===== src/rtl/calc_mem_pkg.sv =====
`default_nettype none
// ============================================================================
// Module      : calc_mem_pkg
// Description : Shared constants, command encodings and state encoding for the
//               calculator stack engine and its Memory port.
// Revision    : 1.0 - initial release
// ============================================================================
package calc_mem_pkg;

    localparam int unsigned DEF_ADDR_W = 8;
    localparam int unsigned DEF_DATA_W = 32;

    // Command encodings carried on cmd_op
    typedef enum logic [1:0] {
        OP_PUSH  = 2'b00,
        OP_POP   = 2'b01,
        OP_PEEK  = 2'b10,
        OP_CLEAR = 2'b11
    } op_e;

    // Engine states
    typedef enum logic [1:0] {
        ST_IDLE = 2'd0,
        ST_WR   = 2'd1,
        ST_RD   = 2'd2,
        ST_RSP  = 2'd3
    } state_e;

endpackage : calc_mem_pkg
`default_nettype wire


===== src/rtl/calc_stack_ctrl.sv =====
`default_nettype none
// ============================================================================
// Module      : calc_stack_ctrl
// Description : LIFO stack engine driving a single synchronous Memory. Accepts
//               push/pop/peek/clear commands in IDLE, sequences the memory
//               access and returns a one-cycle response strobe.
// Revision    : 1.0 - initial release
// ============================================================================
module calc_stack_ctrl
    import calc_mem_pkg::*;
#(
    parameter int unsigned ADDR_W    = DEF_ADDR_W,
    parameter int unsigned DATA_W    = DEF_DATA_W,
    parameter int unsigned DEPTH     = 256,
    parameter int unsigned BASE_ADDR = 0,
    parameter int unsigned RD_LAT    = 1
) (
    input  logic                         clk,
    input  logic                         rst_n,
    input  logic                         cmd_valid,
    output logic                         cmd_ready,
    input  logic [1:0]                   cmd_op,
    input  logic [DATA_W-1:0]            cmd_data,
    output logic                         rsp_valid,
    output logic [DATA_W-1:0]            rsp_data,
    output logic                         rsp_err,
    output logic [$clog2(DEPTH+1)-1:0]   depth,
    output logic                         full,
    output logic                         empty,
    output logic [ADDR_W-1:0]            mem_address,
    output logic [DATA_W-1:0]            mem_data,
    output logic                         mem_we,
    input  logic [DATA_W-1:0]            mem_data_out
);

    localparam int unsigned SP_W  = $clog2(DEPTH + 1);
    localparam int unsigned CNT_W = (RD_LAT < 1) ? 1 : $clog2(RD_LAT + 1);

    state_e              state_q,       state_d;
    op_e                 op_q,          op_d;
    logic [SP_W-1:0]     sp_q,          sp_d;
    logic [CNT_W-1:0]    rd_cnt_q,      rd_cnt_d;
    logic                rsp_valid_q,   rsp_valid_d;
    logic [DATA_W-1:0]   rsp_data_q,    rsp_data_d;
    logic                rsp_err_q,     rsp_err_d;
    logic [ADDR_W-1:0]   mem_address_q, mem_address_d;
    logic [DATA_W-1:0]   mem_data_q,    mem_data_d;
    logic                mem_we_q,      mem_we_d;
    logic                full_q,        full_d;
    logic                empty_q,       empty_d;

    // Address of the next free slot and of the current top-of-stack entry
    logic [ADDR_W-1:0]   w_push_addr;
    logic [ADDR_W-1:0]   w_top_addr;
    logic                w_is_full;
    logic                w_is_empty;

    assign w_push_addr = ADDR_W'(BASE_ADDR) + ADDR_W'(sp_q);
    assign w_top_addr  = ADDR_W'(BASE_ADDR) + ADDR_W'(sp_q - SP_W'(1));
    assign w_is_full   = (sp_q == SP_W'(DEPTH));
    assign w_is_empty  = (sp_q == '0);

    assign cmd_ready   = (state_q == ST_IDLE);
    assign rsp_valid   = rsp_valid_q;
    assign rsp_data    = rsp_data_q;
    assign rsp_err     = rsp_err_q;
    assign depth       = sp_q;
    assign full        = full_q;
    assign empty       = empty_q;
    assign mem_address = mem_address_q;
    assign mem_data    = mem_data_q;
    assign mem_we      = mem_we_q;

    // Next-state, stack pointer and Memory/response outputs; responses are
    // launched on the edge entering RSP so rsp_valid is high only in RSP
    always_comb begin
        state_d       = state_q;
        op_d          = op_q;
        sp_d          = sp_q;
        rd_cnt_d      = rd_cnt_q;
        rsp_valid_d   = 1'b0;
        rsp_data_d    = rsp_data_q;
        rsp_err_d     = rsp_err_q;
        mem_address_d = mem_address_q;
        mem_data_d    = mem_data_q;
        mem_we_d      = 1'b0;

        unique case (state_q)
            ST_IDLE: begin
                if (cmd_valid) begin
                    op_d = op_e'(cmd_op);
                    unique case (op_e'(cmd_op))
                        OP_PUSH: begin
                            if (w_is_full) begin
                                state_d     = ST_RSP;
                                rsp_valid_d = 1'b1;
                                rsp_err_d   = 1'b1;
                                rsp_data_d  = '0;
                            end else begin
                                state_d       = ST_WR;
                                mem_we_d      = 1'b1;
                                mem_address_d = w_push_addr;
                                mem_data_d    = cmd_data;
                            end
                        end
                        OP_POP, OP_PEEK: begin
                            if (w_is_empty) begin
                                state_d     = ST_RSP;
                                rsp_valid_d = 1'b1;
                                rsp_err_d   = 1'b1;
                                rsp_data_d  = '0;
                            end else begin
                                state_d       = ST_RD;
                                mem_address_d = w_top_addr;
                                rd_cnt_d      = '0;
                            end
                        end
                        OP_CLEAR: begin
                            state_d     = ST_RSP;
                            sp_d        = '0;
                            rsp_valid_d = 1'b1;
                            rsp_err_d   = 1'b0;
                            rsp_data_d  = '0;
                        end
                    endcase
                end
            end
            ST_WR: begin
                // Write commits on this edge; the entry becomes visible
                state_d     = ST_RSP;
                sp_d        = sp_q + SP_W'(1);
                rsp_valid_d = 1'b1;
                rsp_err_d   = 1'b0;
                rsp_data_d  = '0;
            end
            ST_RD: begin
                // Address is held RD_LAT+1 cycles; capture on the last edge
                if (rd_cnt_q == CNT_W'(RD_LAT)) begin
                    state_d     = ST_RSP;
                    rsp_valid_d = 1'b1;
                    rsp_err_d   = 1'b0;
                    rsp_data_d  = mem_data_out;
                    if (op_q == OP_POP) begin
                        sp_d = sp_q - SP_W'(1);
                    end
                end else begin
                    rd_cnt_d = rd_cnt_q + CNT_W'(1);
                end
            end
            ST_RSP: begin
                state_d = ST_IDLE;
            end
            default: begin
                state_d = ST_IDLE;
            end
        endcase

        full_d  = (sp_d == SP_W'(DEPTH));
        empty_d = (sp_d == '0);
    end

    // State and datapath registers; reset aborts any operation and drops mem_we
    always_ff @(posedge clk or negedge rst_n) begin
        if (!rst_n) begin
            state_q       <= ST_IDLE;
            op_q          <= OP_PUSH;
            sp_q          <= '0;
            rd_cnt_q      <= '0;
            rsp_valid_q   <= 1'b0;
            rsp_data_q    <= '0;
            rsp_err_q     <= 1'b0;
            mem_address_q <= '0;
            mem_data_q    <= '0;
            mem_we_q      <= 1'b0;
            full_q        <= 1'b0;
            empty_q       <= 1'b1;
        end else begin
            state_q       <= state_d;
            op_q          <= op_d;
            sp_q          <= sp_d;
            rd_cnt_q      <= rd_cnt_d;
            rsp_valid_q   <= rsp_valid_d;
            rsp_data_q    <= rsp_data_d;
            rsp_err_q     <= rsp_err_d;
            mem_address_q <= mem_address_d;
            mem_data_q    <= mem_data_d;
            mem_we_q      <= mem_we_d;
            full_q        <= full_d;
            empty_q       <= empty_d;
        end
    end

endmodule : calc_stack_ctrl
`default_nettype wire


===== config.mk =====
export PLATFORM = sky130hd
export DESIGN_NAME = calc_stack_ctrl
export DESIGN_NICKNAME = d
export VERILOG_FILES = /design/src/rtl/calc_mem_pkg.sv /design/src/rtl/calc_stack_ctrl.sv
export SDC_FILE = /design/constraint.sdc
export NUM_CORES = 1
export LEC_CHECK = 0
export CELL_PAD_IN_SITES_DETAIL_PLACEMENT = 1
export CELL_PAD_IN_SITES_GLOBAL_PLACEMENT = 1
export CORE_ASPECT_RATIO = 0.6
export CORE_MARGIN = 8
export CORE_UTILIZATION = 33
export DETAILED_ROUTE_END_ITERATION = 10
export PLACE_DENSITY_LB_ADDON = 0.3
export SYNTH_ARGS = -nofsm -noshare
export SYNTH_HDL_FRONTEND = slang
export SYNTH_SLANG_ARGS = --single-unit

===== constraint.sdc =====
create_clock -name clk -period 2.9 [get_ports clk]
set_clock_uncertainty 0.1 [all_clocks]
set_input_delay 0.58 -clock clk [delete_from_list [all_inputs] [get_ports clk]]
set_output_delay 0.58 -clock clk [all_outputs]
set_load 0.02 [all_outputs]

==> flow_summary.yaml, run 1 <==
clocking:
  cts_max_path_buffers: 2
  cts_made_buffers: 9
  cts_tree: "yes"
  htree_levels: 3
  cts_root_buf: "clkbuf_16"
  insertion_delay_ns: 0.34
  clk_pin_slew_ns: 0.07
  postCtsSetupBuffers: 0
  cts_sinks: 91
cells_and_area:
  syn_to_final_growth_pct: 49.3
  drive_above_1_share_pct: 8.84
  diodes: 0
  design_area_sq_mm: 0.00638
  seq_area_sq_mm: 0.00228
  nets: 652
  fillers: 1429
  multi_input_area_sq_mm: 0.00181
  post-route-util_pct: 50.1
  layout_commonest_cell: "clkdlybuf4s50_1"
  layout_common_cells: "clkdlybuf4s50_1, dfrtp_1, nand2_1, nand3_1, mux2_1"
yosys:
  synth_warnings: 0
  synthDistinctLibCells: 53
  synth-edff-count: 0
  syn_inst: 414
  synthesis.area_sq_mm: 0.00427
  async_reset_ff_share_pct: 100
  syn-mean-instance-area_sq_um: 10.3
  synth_fp_nets: 494
  synth_ff_type: "dfrtp_1"
  ys_seq_area_share_pct: 53.4
  ys_seq_elements: 91
min_path:
  hp-class: "input pin to async pin"
die:
  io_pins: 156
  coreArea_sq_mm: 0.0127
  initial_core_util_pct: 33.5
  die_area_sq_mm: 0.0170
  fp-row-count: 32
  chipHeight_um: 104
  die_w_um: 163
timing:
  setup-violations-final: 0
  hold_slack_ns: 0.132
  finalSetupTns_ns: 0
  tightest_slew_ns: 0.650
  min_period_over_period_pct: 97.9
  slew_headroom_pct: 56.3
  hold_viol_final: 0
  drv_slew: 0
  fin_crit_ns: 2.84
  clock.fmax_ghz: 0.352
run:
  maxCapViolCount: 0
worst_setup_path:
  crit_required_ns: 3.06
  startpoint_type: "input pin"
  arrival_ns: 3.00
  critPathCaptureType: "register"
  rrSetupSlack_ns: 0.13
  reg2reg_depth: 8
  crit_path_max_fanout: 3
  worstSetupPathType: "input pin to register"
  r2r_start: "state_q[1]"
  r2r-end: "full"
drt:
  drtAntennaViolNets: 0
  drt_iter0_markers: 208
  wl_per_cell_um: 20.0
  firstDrtPassIters: 5
  drc: 0
  viasPerCell: 5.17
  vias: 3859
  drt_wl_total_um: 14900
outcome:
  status: "completed"
placed_design:
  gp_congestion: 0.913
  dpl.hpwl_um: 11300
  port_buffers: 155
  postPlaceCellArea_sq_mm: 0.00607
power_and_ir_drop:
  leakagePower_nw: 2.82
  p_clk_share_pct: 15.7
  p_comb_share_pct: 54.8
  sequentialPowerShare_pct: 29.5
  power_density_mw_per_mm2: 1210
  p_sw_share_pct: 42.7
  ir_worst_vdd_uv: 413
  switchingPower_mw: 3.29
  p_int_mw: 4.40
global_routing:
  grt_max_degree: 51
  grtUsageTotal_pct: 17.3
  overflow: 0
  grt_pass1_vias: 4017
  grt_pass1_wl_um: 23400
  antenna_found_initial: 0
## cell usage after synthesis, drive strengths merged (2+ instances only)
| library cell | number | area [sq um] |
|---|---|---|
| clkbuf | 14 | 52.6 |
| buf | 13 | 91.3 |
| o211ai | 2 | 28.8 |
| nand4 | 3 | 18.8 |
| xor2 | 5 | 43.8 |
| nor3 | 10 | 55.1 |
| a211o | 2 | 17.5 |
| mux2i | 2 | 20.0 |
| and3 | 2 | 12.5 |
| ha | 11 | 138 |
| dfrtp | 90 | 2250 |
| a211oi | 3 | 22.5 |
| o22ai | 2 | 12.5 |
| nor2 | 21 | 78.8 |
| inv | 11 | 41.3 |
| and3b | 2 | 17.5 |
| nand2 | 79 | 297 |
| nor4 | 2 | 18.8 |
| xnor2 | 3 | 26.3 |
| o2111ai | 2 | 17.5 |
| and4 | 2 | 17.5 |
| a31oi | 2 | 12.5 |
| nand2b | 2 | 12.5 |
| a21oi | 17 | 85.1 |
| nand3 | 42 | 210 |
| a311oi | 2 | 17.5 |
| a21o | 4 | 30.0 |
| o31ai | 2 | 15.0 |
| o21ai | 9 | 45.0 |
| o21a | 2 | 15.0 |
| or4 | 3 | 26.3 |
| mux2 | 34 | 383 |
| nor3b | 2 | 25.0 |
## sequential cells by signal, indices dropped and copies added (netlist names)
| register | cells |
|---|---|
| full | 1 |
| mem_data | 32 |
| rd_cnt_q | 1 |
| rsp_valid | 1 |
| mem_address | 8 |
| empty | 1 |
| op_q | 2 |
| depth | 9 |
| mem_we | 1 |
| rsp_data | 32 |
| rsp_err | 1 |
| state_q | 2 |
## worst max path at each step
stage / startpoint / endpoint / slack [ns] / depth (start not counted)
final: cmd_op[1] / full / 0.06 / 8
after floorplan: depth[0] / full / 0.36 / 9
after CTS: cmd_op[0] / full / 0.07 / 8
after global routing: cmd_op[0] / full / -0.003 / 8
after global placement: cmd_op[0] / full / -0.21 / 9
after detailed placement: cmd_op[0] / full / -0.29 / 8
## cells by family after synthesis
group           Yosys count  synth area share [%]
simple gates            175                  19.3
fa+ha+maj                11                  3.22
mux                      36                  9.43
compound gates           55                  8.70
xor+xnor                  8                  1.64
flops                    91                  53.4
buf+inv                  38                  4.34
## area by class of cell
class                           count  area share, %
Clock inverter                      6           1.14
Inverter                           11          0.647
Timing Repair Buffer              174           27.1
Clock buffer                       10           3.59
Tap cell                          170           3.34
Sequential cell                    91           35.7
Multi-Input combinational cell    285           28.4
## critical path, cell delays in order
cell	delay [ns]
clkdlybuf4s50_1	0.50
ha_2	0.23
nand2_1	0.10
a21oi_1	0.21
o2111ai_1	0.17
or4_1	0.54
or4_4	0.46
nor3b_2	0.19
## power by group through the flow
stage,Sequential [mW],Combinational (mW),Clock [mW]
3_3_place_gp,2.25,4.12,0
6_report,2.27,4.21,1.21
4_1_cts,2.27,4.26,1.23
2_1_floorplan,2.86,1.63,0
3_5_place_dp,2.29,4.23,0
5_1_grt,2.36,4.51,1.29
## layer usage
metal  up-vias  GRT usage, %  share of wire (%)
met2       143          26.3                 44
met5         -             0                  0
met4         0          3.78               0.65
met1      1954          24.1                 49
met3         9          4.62                6.2
li1       1753             -                  -
## metrics by stage
stage | cells | power, mW | setup slack [ns]
after floorplan | 414 | 4.49 | 0.361
after global placement | 731 | 6.37 | -0.207
after detailed placement | 731 | 6.52 | -0.287
after CTS | 747 | 7.77 | 0.0725
after global routing | 747 | 8.16 | -0.00343
final | 747 | 7.69 | 0.0614
## repair_timing
| action | CTS | global route |
|---|---|---|
| setup endpoints to repair | 0 | 2 |
| endpoints found under the hold margin | 0 | 0 |
| hold buffers | 0 | 0 |
| resized for setup | 0 | 1 |
(Power assumes the default switching activity.)
==> inputs of run 2 (changes only) <==
--- a/config.mk
+++ b/config.mk
@@ -11,6 +11,7 @@
 export CORE_MARGIN = 8
 export CORE_UTILIZATION = 33
 export DETAILED_ROUTE_END_ITERATION = 10
+export GPL_TIMING_DRIVEN = 0
 export PLACE_DENSITY_LB_ADDON = 0.3
 export SYNTH_ARGS = -nofsm -noshare
 export SYNTH_HDL_FRONTEND = slang
==> run 2 against run 1 <==
  * Combinational power is 1% higher
  * Global-route usage grew 0.11 points
  * Power is 0.26% lower
  * Critical path depth is the same
  * First-iteration DRC count is 17% lower
  * Critical endpoint unchanged
  * Largest power group unchanged
==> flow_summary.yaml, run 2 (synthesis gave the netlist of run 1 again) <==
worst_setup_path:
  crit_required_ns: 3.06
  startpoint_type: "input pin"
  critPathCaptureType: "register"
  path_cells: "clkdlybuf4s50_1, ha_2, nand2_2, a21oi_4, o2111ai_1, or4_1, or4_4, nor3b_2"
  worstSetupPathType: "input pin to register"
  arrival_ns: 3.03
  crit_path_max_fanout: 3
  cp_slowest_stage_delay_ns: 0.58
  slowest_stage: "or4_1"
min_path:
  hp-class: "input pin to async pin"
global_routing:
  grtUsageTotal_pct: 17.4
  antenna_found_initial: 0
  overflow: 0
  grt_max_degree: 49
  grt_pass1_wl_um: 23700
  grt_pass1_vias: 4098
drt:
  drtAntennaViolNets: 0
  drt_wl_total_um: 14600
  drt_iter0_markers: 173
  firstDrtPassIters: 4
  wl_per_cell_um: 19.3
  drc: 0
  vias: 3801
  viasPerCell: 5.02
cells_and_area:
  seq_area_sq_mm: 0.00228
  nets: 662
  instances_no_fill: 757
  syn_to_final_growth_pct: 50.2
  layout_common_cells: "clkdlybuf4s50_1, dfrtp_1, nand2_1, nand3_1, mux2_1"
  drive_above_1_share_pct: 9.54
  multi_input_area_sq_mm: 0.00185
  layout_commonest_cell: "clkdlybuf4s50_1"
  diodes: 0
  fillers: 1410
power_and_ir_drop:
  sequentialPowerShare_pct: 28.7
  p_int_mw: 4.38
  leakagePower_nw: 2.83
  p_sw_share_pct: 42.9
  power_density_mw_per_mm2: 1200
  switchingPower_mw: 3.29
  p_comb_share_pct: 55.5
  ir_worst_vdd_uv: 389
  p_clk_share_pct: 15.7
placed_design:
  port_buffers: 155
  dp.cells: 740
  gp_congestion: 0.879
  dpl.hpwl_um: 11400
  place_ws_ns: -0.510
timing:
  rsz0062_at_grt: "yes"
  fin_crit_ns: 2.87
  slew_headroom_pct: 54.9
  tightest_slew_ns: 0.670
  setup-violations-final: 0
  min_period_over_period_pct: 99.1
  drv_slew: 0
  clock.fmax_ghz: 0.348
  finalWorstSetupSlack_ns: 0.0270
  hold_viol_final: 0
die:
  die_area_sq_mm: 0.0170
  die_w_um: 163
  coreArea_sq_mm: 0.0127
  fp-row-count: 32
  initial_core_util_pct: 33.5
  io_pins: 156
  chipHeight_um: 104
clocking:
  cts_root_buf: "clkbuf_16"
  cts_made_buffers: 9
  clk_pin_slew_ns: 0.07
  cts_tree: "yes"
  cts_max_path_buffers: 2
  cts_sinks: 91
  htree_levels: 3
  insertion_delay_ns: 0.35
outcome:
  status: "completed"
run:
  maxCapViolCount: 0
run 2: changes by cell type in the layout (fill, tap and decap cells not counted), sizes merged:
cell	previous run	this run
clkinv	0	1
clkbuf	10	24
clkinvlp	3	1
inv	13	14
buf	20	16
run 2: layout make-up:
| class | instances | area share, % |
|---|---|---|
| Sequential cell | 91 | 35.5 |
| Multi-Input combinational cell | 285 | 28.8 |
| Timing Repair Buffer | 157 | 24.7 |
| Clock buffer | 10 | 3.57 |
| Tap cell | 170 | 3.32 |
| Buffer | 27 | 2.32 |
| Clock inverter | 6 | 1.11 |
| Inverter | 11 | 0.644 |
run 2: power by group through the flow:
stage | clock network (mW) | registers, mW | logic, mW
5_1_grt | 1.29 | 2.30 | 4.62
6_report | 1.21 | 2.20 | 4.26
2_1_floorplan | 0 | 2.86 | 1.63
3_5_place_dp | 0 | 2.23 | 4.21
4_1_cts | 1.25 | 2.21 | 4.28
3_3_place_gp | 0 | 2.18 | 4.09
run 2: what timing repair did:
item | in CTS | in global routing
pin swaps | 1 | 1
buffers inserted | 1 | 0
hold buffers | 0 | 0
gates resized for setup | 7 | 11
cloned | 0 | 0
setup endpoints to repair | 10 | 32
run 2: through the flow:
| stage | TNS (ns) | hold slack [ns] | area (sq um) | util, % | power (mW) |
|---|---|---|---|---|---|
| floorplan | 0 | 0.184 | 4270 | - | 4.49 |
| global placement | -219.19 | 0.352 | 6030 | 47.4 | 6.27 |
| detailed placement | -10.78 | 0.356 | 6060 | 47.6 | 6.45 |
| CTS | 0 | 0.177 | 6390 | 50.2 | 7.75 |
| global route | -0.122 | 0.205 | 6410 | 50.4 | 8.21 |
| finish | 0 | 0.159 | 6410 | 50.4 | 7.67 |
run 2: worst paths after layout:
kind | start | to | slack, ns | depth (start not counted)
setup / recovery | cmd_op[0] | full | 0.03 | 8
hold / removal | rst_n | mem_data[31] | 0.16 | 1
max in group asynchronous | rst_n | mem_address[1] | 1.88 | 2
min in group clk | rsp_data[10] | rsp_data[10] | 0.36 | 2
setup reg to reg | state_q[1] | full | 0.08 | 8
hold reg to reg | rsp_data[10] | rsp_data[10] | 0.36 | 2
run 2: per-layer routing:
layer	vias up	part of all wire [%]	global-route usage, %
met5	-	0	0
met4	0	0.74	3.13
met3	12	7.7	5.26
met2	151	43	26.6
met1	1871	48	24.1
li1	1767	-	-
run 2: critical path: cells and delay by family:
| kind | cells | cell delay [ns] |
|---|---|---|
| simple gates | 4 | 1.37 |
| buf+inv | 1 | 0.51 |
| compound gates | 2 | 0.33 |
| fa+ha+maj | 1 | 0.24 |
==> inputs of run 3 (changes only) <==
--- a/config.mk
+++ b/config.mk
@@ -8,10 +8,10 @@
 export CELL_PAD_IN_SITES_DETAIL_PLACEMENT = 1
 export CELL_PAD_IN_SITES_GLOBAL_PLACEMENT = 1
 export CORE_ASPECT_RATIO = 0.6
-export CORE_MARGIN = 8
 export CORE_UTILIZATION = 33
 export DETAILED_ROUTE_END_ITERATION = 10
 export GPL_TIMING_DRIVEN = 0
+export HOLD_SLACK_MARGIN = 0.03
 export PLACE_DENSITY_LB_ADDON = 0.3
 export SYNTH_ARGS = -nofsm -noshare
 export SYNTH_HDL_FRONTEND = slang
==> constraint.sdc (replaced) <==
create_clock -name clk -period 2.9 [get_ports clk]
set_clock_uncertainty 0.1 [all_clocks]
set_input_delay 0.29 -clock clk [delete_from_list [all_inputs] [get_ports clk]]
set_output_delay 0.29 -clock clk [all_outputs]
set_load 0.02 [all_outputs]
==> run 3 against run 2 <==
  * Combinational power about the same
  * Sequential share of layout area decreased by 0.083 points
  * Hold slack improved by 0.16 ns
  * Clock-buffer cell count unchanged
  * Largest cell class unchanged
  * Non-clock buffer count unchanged
  * Clock power about the same
  * Fmax about the same
==> flow_summary.yaml, run 3 (synthesis gave the netlist of run 1 again) <==
outcome:
  status: "completed"
placed_design:
  place_ws_ns: -0.344
  dpl.hpwl_um: 10700
  postPlaceCellArea_sq_mm: 0.00605
  port_buffers: 155
  gp_congestion: 0.906
die:
  coreArea_sq_mm: 0.0123
  io_pins: 156
  initial_core_util_pct: 34.6
  die_area_sq_mm: 0.0134
  die_w_um: 149
  fp-row-count: 31
  chipHeight_um: 90.1
drt:
  drt_wl_total_um: 14000
  wl_per_cell_um: 18.6
  drt_iter0_markers: 148
  vias: 3804
  drtAntennaViolNets: 0
  drc: 0
  viasPerCell: 5.06
  firstDrtPassIters: 4
timing:
  finalWorstSetupSlack_ns: 0.0251
  hold_viol_final: 0
  setup-violations-final: 0
  slew_headroom_pct: 63.6
  rsz0062_at_grt: "yes"
  fin_crit_ns: 2.87
  finalSetupTns_ns: 0
  tightest_slew_ns: 0.546
  min_period_over_period_pct: 99.1
  clock.fmax_ghz: 0.348
  drv_slew: 0
clocking:
  cts_tree: "yes"
  clk_pin_slew_ns: 0.07
  insertion_delay_ns: 0.34
  htree_levels: 3
  cts_sinks: 91
  cts_max_path_buffers: 2
  postCtsSetupBuffers: 0
  cts_root_buf: "clkbuf_16"
  cts_made_buffers: 9
worst_setup_path:
  rrSetupSlack_ns: 0.05
  path_buf_inv: 1
  arrival_ns: 3.03
  startpoint_type: "input pin"
  critPathCaptureType: "register"
  cp_slowest_stage_delay_ns: 0.58
  path_delay_family: "simple AND/OR/NAND/NOR gates"
  crit_path_max_fanout: 3
  crit_required_ns: 3.06
  r2r_start: "state_q[0]"
  path_cells: "clkdlybuf4s50_1, ha_1, nand2_1, a21oi_2, o2111ai_1, or4_1, or4_4, nor3b_2"
  slowest_stage: "or4_1"
  worstSetupPathType: "input pin to register"
  r2r-end: "full"
  reg2reg_depth: 7
cells_and_area:
  layout_commonest_cell: "clkdlybuf4s50_1"
  design_area_sq_mm: 0.00643
  fillers: 1386
  syn_to_final_growth_pct: 50.5
  nets: 662
  diodes: 0
  drive_above_1_share_pct: 9.54
  layout_common_cells: "clkdlybuf4s50_1, dfrtp_1, nand2_1, nand3_1, mux2_1"
global_routing:
  grt_pass1_vias: 4059
  grt_max_degree: 65
  overflow: 0
  antenna_found_initial: 0
  grt_pass1_wl_um: 22100
  grtUsageTotal_pct: 21.4
power_and_ir_drop:
  ir_worst_vdd_uv: 386
  power_density_mw_per_mm2: 1200
  power_mw: 7.71
  leakagePower_nw: 2.84
run:
  maxCapViolCount: 0
min_path:
  hp-class: "input pin to async pin"
-- run 3: cell count changes in the layout (fill, tap and decap cells not counted), sizes merged --
cell / delta
clkinv: +1
buf: -1
dlygate4sd3: +1
clkinvlp: -1
-- run 3: through the flow --
stage | instances | hold slack [ns] | util [%]
6_report | 752 | 0.315 | 52.1
4_1_cts | 752 | 0.321 | 51.8
3_5_place_dp | 735 | 0.149 | 49.1
5_1_grt | 752 | 0.345 | 52.1
3_3_place_gp | 734 | 0.349 | 48.9
2_1_floorplan | 414 | -0.106 | -
-- run 3: worst max-delay path by stage --
| stage | depth (start not counted) | from | end | slack [ns] |
|---|---|---|---|---|
| after floorplan | 9 | depth[0] | full | 0.36 |
| after global placement | 1 | rst_n | mem_data[19] | -1.97 |
| after detailed placement | 8 | cmd_op[0] | full | -0.34 |
| after CTS | 8 | depth[5] | rsp_data[9] | 0.003 |
| after global routing | 8 | cmd_op[0] | full | -0.04 |
| final | 8 | cmd_op[0] | full | 0.03 |
-- run 3: power by group --
part	internal (mW)	total, mW	switching (mW)
Combinational	1.84	4.28	2.44
Clock	0.701	1.22	0.519
Sequential	1.86	2.21	0.349
-- run 3: cell type report --
cell class / count / area, sq um / share of cell area (%)
well taps: 165 / 206 / 3.21
clock buffers: 10 / 239 / 3.72
multi-input cells: 285 / 1860 / 28.9
repair buffers: 157 / 1590 / 24.7
flip-flops and latches: 91 / 2280 / 35.4
plain buffers: 27 / 148 / 2.30
inverters: 11 / 41.3 / 0.642
clock inverters: 6 / 70.1 / 1.09
-- run 3: timing repair --
item	4_1_cts	5_1_grt
setup endpoints to repair	2	69
hold endpoints to repair	27	0
resized for setup	4	13
pin swaps	0	2
hold buffers	1	0
-- run 3: per-layer routing --
layer  share of wire [%]  wire [um]  up-vias  global-route usage (%)
met3                 8.5       1190        9                    7.66
met2                  46       6390      146                    34.1
met4                0.68         95        0                    3.66
met5                   0          0        -                       0
met1                  45       6350     1882                    28.3
li1                    -          -     1767                       -
